`src/rtl/ifetch_unit.sv`:
```
// Instruction-fetch sequencer: issues in-order imem requests from the PC register,
// pairs responses with their PCs and hands {pc, instr} to decode.
module ifetch_unit #(
    parameter int unsigned DEPTH = 2
) (
    input  logic        clk,
    input  logic        rst,
    input  logic        fetch_en,
    input  logic [31:0] pc_cur,
    output logic        pc_load,
    output logic [31:0] pc_in,
    output logic        imem_req_valid,
    input  logic        imem_req_ready,
    output logic [31:0] imem_req_addr,
    input  logic        imem_rsp_valid,
    input  logic [31:0] imem_rsp_data,
    input  logic        redirect_valid,
    input  logic [31:0] redirect_pc,
    output logic        id_valid,
    input  logic        id_ready,
    output logic [31:0] id_pc,
    output logic [31:0] id_instr
);
    localparam int unsigned PW = (DEPTH > 1) ? $clog2(DEPTH) : 1;
    localparam int unsigned CW = $clog2(DEPTH + 1);
    localparam logic [CW:0] DEPTH_C = (CW + 1)'(DEPTH);

    typedef enum logic {RUN, FLUSH} state_t;

    state_t          state_q, state_d;
    logic [CW-1:0]   outstanding_q, outstanding_d;
    logic [CW-1:0]   qcount_q, qcount_d;
    logic [PW-1:0]   tag_wr_q, tag_wr_d, tag_rd_q, tag_rd_d;
    logic [PW-1:0]   q_wr_q, q_wr_d, q_rd_q, q_rd_d;
    logic [31:0]     tag_mem_q [DEPTH];
    logic [31:0]     qpc_q     [DEPTH];
    logic [31:0]     qinstr_q  [DEPTH];

    logic [CW:0]     inuse;
    logic            credit;
    logic            fire;
    logic            rsp_take;
    logic            rsp_keep;
    logic            pop;

    assign inuse  = {1'b0, outstanding_q} + {1'b0, qcount_q};
    assign credit = (inuse < DEPTH_C);

    assign imem_req_valid = !rst && fetch_en && (state_q == RUN) && credit && !redirect_valid;
    assign imem_req_addr  = pc_cur;
    assign fire           = imem_req_valid && imem_req_ready;
    assign pc_load        = !fire || redirect_valid;
    assign pc_in          = redirect_valid ? (redirect_pc & 32'hFFFF_FFFC) : pc_cur;

    assign id_valid = !rst && (qcount_q != '0);
    assign id_pc    = qpc_q[q_rd_q];
    assign id_instr = qinstr_q[q_rd_q];
    assign pop      = id_valid && id_ready;

    // Responses during FLUSH or coincident with a redirect are stale and only retire a slot.
    assign rsp_take = imem_rsp_valid && (outstanding_q != '0);
    assign rsp_keep = rsp_take && (state_q == RUN) && !redirect_valid;

    always_comb begin
        outstanding_d = outstanding_q + CW'(fire) - CW'(rsp_take);
        state_d       = state_q;
        qcount_d      = qcount_q + CW'(rsp_keep) - CW'(pop);
        tag_wr_d      = tag_wr_q + PW'(fire);
        tag_rd_d      = tag_rd_q + PW'(rsp_keep);
        q_wr_d        = q_wr_q + PW'(rsp_keep);
        q_rd_d        = q_rd_q + PW'(pop);
        if (redirect_valid) begin
            qcount_d = '0;
            tag_wr_d = '0;
            tag_rd_d = '0;
            q_wr_d   = '0;
            q_rd_d   = '0;
        end
        case (state_q)
            RUN:     if (redirect_valid && (outstanding_d != '0)) state_d = FLUSH;
            FLUSH:   if (outstanding_d == '0) state_d = RUN;
            default: state_d = RUN;
        endcase
    end

    always_ff @(posedge clk) begin
        if (rst) begin
            state_q       <= RUN;
            outstanding_q <= '0;
            qcount_q      <= '0;
            tag_wr_q      <= '0;
            tag_rd_q      <= '0;
            q_wr_q        <= '0;
            q_rd_q        <= '0;
        end else begin
            state_q       <= state_d;
            outstanding_q <= outstanding_d;
            qcount_q      <= qcount_d;
            tag_wr_q      <= tag_wr_d;
            tag_rd_q      <= tag_rd_d;
            q_wr_q        <= q_wr_d;
            q_rd_q        <= q_rd_d;
            if (fire) begin
                tag_mem_q[tag_wr_q] <= pc_cur;
            end
            if (rsp_keep) begin
                qpc_q[q_wr_q]    <= tag_mem_q[tag_rd_q];
                qinstr_q[q_wr_q] <= imem_rsp_data;
            end
        end
    end
endmodule

```
`config.mk`:
```
export PLATFORM = sky130hd
export DESIGN_NAME = ifetch_unit
export DESIGN_NICKNAME = d
export VERILOG_FILES = /design/src/rtl/ifetch_unit.sv
export SDC_FILE = /design/constraint.sdc
export NUM_CORES = 1
export LEC_CHECK = 0
export ABC_CLOCK_PERIOD_IN_PS = 8450
export BUFFER_PORTS_ARGS = -buffer_cell sky130_fd_sc_hd__buf_2
export CAP_MARGIN = 25
export CORE_UTILIZATION = 52
export CTS_CLUSTER_SIZE = 14
export DETAILED_ROUTE_END_ITERATION = 7
export PLACE_DENSITY = 0.8
export SETUP_SLACK_MARGIN = 0.2
export SYNTH_ARGS = -nofsm -noshare
export SYNTH_HDL_FRONTEND = slang
export SYNTH_SLANG_ARGS = --single-unit
export TNS_END_PERCENT = 10
```
`constraint.sdc`:
```
create_clock -name clk -period 8.45 [get_ports clk]
set_clock_uncertainty 0.2 [all_clocks]
set_input_delay 1.69 -clock clk [delete_from_list [all_inputs] [get_ports clk]]
set_output_delay 1.69 -clock clk [all_outputs]
set_load 0.1 [all_outputs]
```
Word level (Yosys, flattened, before mapping)
Memories as Yosys holds them, arrays and structs flattened. A register that Yosys moved wholly into a read port is not among the register bits.
Index checks and enable logic that the tools add are counted.
- bits in registers: 9
- RAM bits: 192
- input bits: 103
- output and inout port bits: 131
- word-level logic and storage cells: 54
- memories kept: 3
- add/sub/neg operators: 9
- order comparisons: 1
- mux-type cells: 13
- bitwise operators: 1
- reductions and logical operators: 20
- memories (memory ; words ; width ; read ports ; clocked after memory_dff ; write ports ; RTL line ; text):
    qinstr_q ; 2 ; 32 ; 1 ; 1 ; 1 ; 37 ; logic [31:0] qinstr_q [DEPTH];
    qpc_q ; 2 ; 32 ; 1 ; 1 ; 1 ; 36 ; logic [31:0] qpc_q [DEPTH];
    tag_mem_q ; 2 ; 32 ; 1 ; 1 ; 1 ; 35 ; logic [31:0] tag_mem_q [DEPTH];
- operators with widths (operator ; number):
    $mux 32 ; 1
    $logic_and 1x1->1 ; 11
    $mux 1 ; 11
    $reduce_bool 2->1 ; 3
    $add 1x1->1 ; 4
    $add 2x1->2 ; 2
    $sub 2x1->2 ; 2
    $add 2x2->3 ; 1
    $logic_not 1->1 ; 3
    $lt 3x2->1 const B ; 1
    $logic_not 2->1 ; 1
    $pmux 1 s2 ; 1
    $reduce_or 2->1 ; 1
    $logic_or 1x1->1 ; 1
    $not 1->1 ; 1

Longest topological paths before layout
- depth in word-level cells: 12
- gate-level depth with buffers: 10
- mapped depth without buffers: 10

Worst setup path after synthesis
No wires, ideal clock.
- path type: input to register
- start point: in redirect_valid
- end point: mem qinstr_q[1][0], enable pin
- setup time: 0.578 ns
- arrival time: 6.901 ns
- data required time: 7.672 ns
- slack: 0.771 ns
- stages: 4
- path buffers: 1
- cell sequence: clkbuf_1 > nor2_1 > nand2_1 > nor3b_1
- word-level cells in the longest chain between the ends: 5
- RTL lines (item ; RTL line ; text):
    from (decl) ; 17 ; input logic redirect_valid,
    $logic_not 1->1 ; 62 ; assign rsp_keep = rsp_take && (state_q == RUN) && !redirect_valid;
    $logic_and 1x1->1 ; 62 ;
    $mux 1 ; 106 ; if (rsp_keep) begin
    $mux 1 ; 87 ; if (rst) begin
    $mux 1 (implied by the code) ; 108 ; qinstr_q[q_wr_q] <= imem_rsp_data;
    to (decl) ; 37 ;
Every way passes these cells.

Final worst setup path
- start point: in fetch_en
- end point: out pc_load
- word-level cells in the longest chain between the ends: 7
- RTL lines (item ; RTL line ; text):
    from (decl) ; 8 ; input logic fetch_en,
    $logic_and 1x1->1 (4 in series) ; 49 ; assign imem_req_valid = !rst && fetch_en && (state_q == RUN) && credit && !redirect_valid;
    $logic_and 1x1->1 ; 51 ; assign fire = imem_req_valid && imem_req_ready;
    $logic_not 1->1 ; 52 ; assign pc_load = !fire || redirect_valid;
    $logic_or 1x1->1 ; 52 ;
    to (decl) ; 10 ; output logic pc_load,
Every way passes these cells.

==> metrics.txt <==
Final Critical Period=5.06 ns; clock group share of total power=0.354; Post-CTS Hold Buffers=0; Synth area leaders=edfxtp_1, mux2_2, buf_4, dfxtp_1, clkbuf_1; post-synth net total=528; CTS clk-pin slew, worst paths=about 0.06 ns; Post-DP HPWL=9310 um; RSZ-0062 raised after global routing=no; first-pass GRT wire length=approximately 22000 um; die area=0.0159 mm2; Seq/Total Area, Yosys=0.743; total gr overflow=0; DRC Markers=0; FMAX=198 MHz; crit-path most repeated cell=buf_2; R2R cell count=10; Syn Std Cell Area=0.00800 mm2; adder-cell share of the synthesized area=0.00876; clock buffer depth=3; WL final=14500 um; Placed Area=approximately 0.009 mm2; post-synthesis simple-gate area fraction=0.0206; Synth Area in Compound Gates=0.00375; Lkg Pwr=3.66 nW; Power Internal=1.65 mW; Die Span Y=126 um; Yosys top cell by area=edfxtp_1; H-tree Lvls=1; Ports=about 230; initial antenna violation count=1; asr flop ratio synth=0; critical path fanouts, max=3; fin util=0.662; top-count cell post-synth=edfxtp_1; max capacitance violation total=0; starting density of the core=0.542; synthesis-to-finish area growth=22.1%; largest delay contributor family on the critical path=simple AND/OR/NAND/NOR gates; relative slew slack=0.397; Crit-path slowest cell=or4b_2; Reg power frac=0.493; largest net degree at the start of global routing=67; core area=0.0148 mm2; fillers=1011; row count=44; Pre-antenna DRT Iters=4; CP arrival=about 3.2 ns; GRT Overall Usage=0.181; nets=738; top cells by count, synth=edfxtp_1, mux2_2, buf_4; post_cts resized=0; Setup crit start kind=input pin; Pins Over Slew Limit=0; vias per inst=roughly 5.2; CP Class=in -> out; worst path bufs/invs=2; worst slew pin tran=about 0.9 ns; status=complete, no violations; xor/xnor share of the synthesized area=0.00438; Pwr Density=approximately 230 mW/mm2; crit-path max cell delay=~0.63 ns; critical-path cell list=buf_2 > or4b_4 > or4b_2 > buf_2; R2R Setup Slk=5.11 ns; root buf cell=clkbuf_16; most used flip-flop cell after synthesis=edfxtp_1; Final period util=0.598; worst IR drop on VDD=207 uV; GP Congestion=0.785; number of buffers inserted by port buffering=231; power share of the combinational group=0.154; Sw Pwr=0.634 mW; switch share=0.277; hold path start=q_wr_q; final setup fails=0; DR WL/cell=17.5 um; crit path capture type=output port; vias in the first global route=approximately 4500; worst-skew pair later-pin latency=0.49 ns; RR Endpoint=outstanding_q[1]; Worst Hold Class=reg -> reg; hold path depth=2; Post-CTS Setup Inserts=0; total of warnings raised by yosys=0; Synth Instances=420; Final Hold Fails=0; Min-Delay Endpoint=q_wr_q; Distinct cells, synth=25; CTS tree=done; layout cells sized above 1=0.613; Mean Syn Cell Area=19.1 um2; Sink Count=201; multiplexer area fraction after synthesis=0.181; via count=4351; fin area=about 0.0098 mm2; synthesis-stage register bit count=201; Post-synth EDFFs=192; die width=126 um; Final ANT Viol Nets=0; largest family of logic cells by synthesized area=multiplexers; total CTS buffers=21; DR iter-0 viols=189; reg2reg start=outstanding_q[0]; worst path required time=6.56 ns; top-area cell type share of the netlist area=0.720; total negative slack=0 ns
## worst max-delay path by stage
stage                         startpoint        endpoint  slack, ns  depth (start not counted)
after floorplan           redirect_valid  qinstr_q[1][0]       0.77                          4
after global placement          fetch_en         pc_load       3.40                          4
after detailed placement        fetch_en         pc_load       3.39                          4
after CTS                       fetch_en         pc_load       3.39                          4
after global routing            fetch_en         pc_load       3.37                          4
final                           fetch_en         pc_load       3.39                          4
## per-layer routing
layer	wire length (um)	vias up	GRT usage
met5	0	-	0
met4	359	0	0.0673
met3	953	29	0.0425
met2	7510	190	0.341
met1	5670	2125	0.197
li1	-	2007	-
## cells in the final DEF, fill, tap and decap left out
cell / instances
buf_2: 231
o21ba_2: 1
o21a_1: 2
nand2_1: 5
or4b_4: 2
and3_2: 1
nor3b_2: 1
ha_1: 4
nor2_4: 2
nor2b_1: 4
dfxtp_4: 1
mux2i_1: 3
dfxtp_1: 7
clkinvlp_4: 1
clkbuf_1: 7
inv_1: 2
buf_4: 3
nand4b_1: 1
edfxtp_1: 192
clkinv_1: 6
buf_16: 1
fa_1: 1
or4b_2: 1
dfxtp_2: 1
o21ai_0: 1
inv_8: 1
or3_1: 2
mux2_2: 126
xnor2_1: 4
diode_2: 1
nor3_1: 1
and2_1: 4
nor2_1: 3
inv_6: 1
clkbuf_16: 21
## layout make-up
cell class              instances  area [um2]  area share
multi-input cells             169        1770       0.181
well taps                     184         230      0.0236
diodes                          1        2.50    0.000256
clock inverters                 9        50.0     0.00512
flip-flops and latches        201        5950       0.609
inverters                       2        7.51    0.000768
repair buffers                235        1210       0.123
clock buffers                  28         552      0.0565
## cells by family (layout without fill, tap and decap cells)
family | after synthesis | after routing
other | 0 | 1
adders and majority gates | 5 | 5
buffers and inverters | 50 | 274
and+or+nand+nor | 27 | 27
AOI/OAI and AO/OA | 4 | 4
xor gates and xnor gates | 4 | 4
muxes | 129 | 129
DFF | 201 | 201
## power by group through the flow
stage | registers, mW | clock network [mW] | logic (mW)
floorplan | 1.14 | 0 | 0.293
global placement | 1.15 | 0 | 0.341
detailed placement | 1.15 | 0 | 0.349
CTS | 1.13 | 0.828 | 0.350
global route | 1.13 | 0.869 | 0.365
finish | 1.13 | 0.810 | 0.351
## tightest hold or removal path: stages (launching register included)
cell and delay [ns]:
dfxtp_1 0.31, nand2_1 0.06, mux2i_1 0.06
## sequential cells by signal (all words and copies together), names as in the netlist
name / cells
tag_rd_q: 1
qpc_q: 64
q_rd_q: 1
qinstr_q: 64
q_wr_q: 1
tag_mem_q: 64
tag_wr_q: 1
outstanding_q: 2
state_q: 1
qcount_q: 2
## metrics by stage
step           power [mW]  setup WS [ns]  cells  hold slack [ns]
6_report             2.29           3.39    829            0.291
5_1_grt              2.36           3.37    829            0.332
4_1_cts              2.31           3.39    827            0.295
3_5_place_dp         1.50           3.39    790            0.286
3_3_place_gp         1.49           3.40    790            0.253
2_1_floorplan        1.44          0.771    420            0.241
Note: power is estimated with default switching activity, not from simulation.
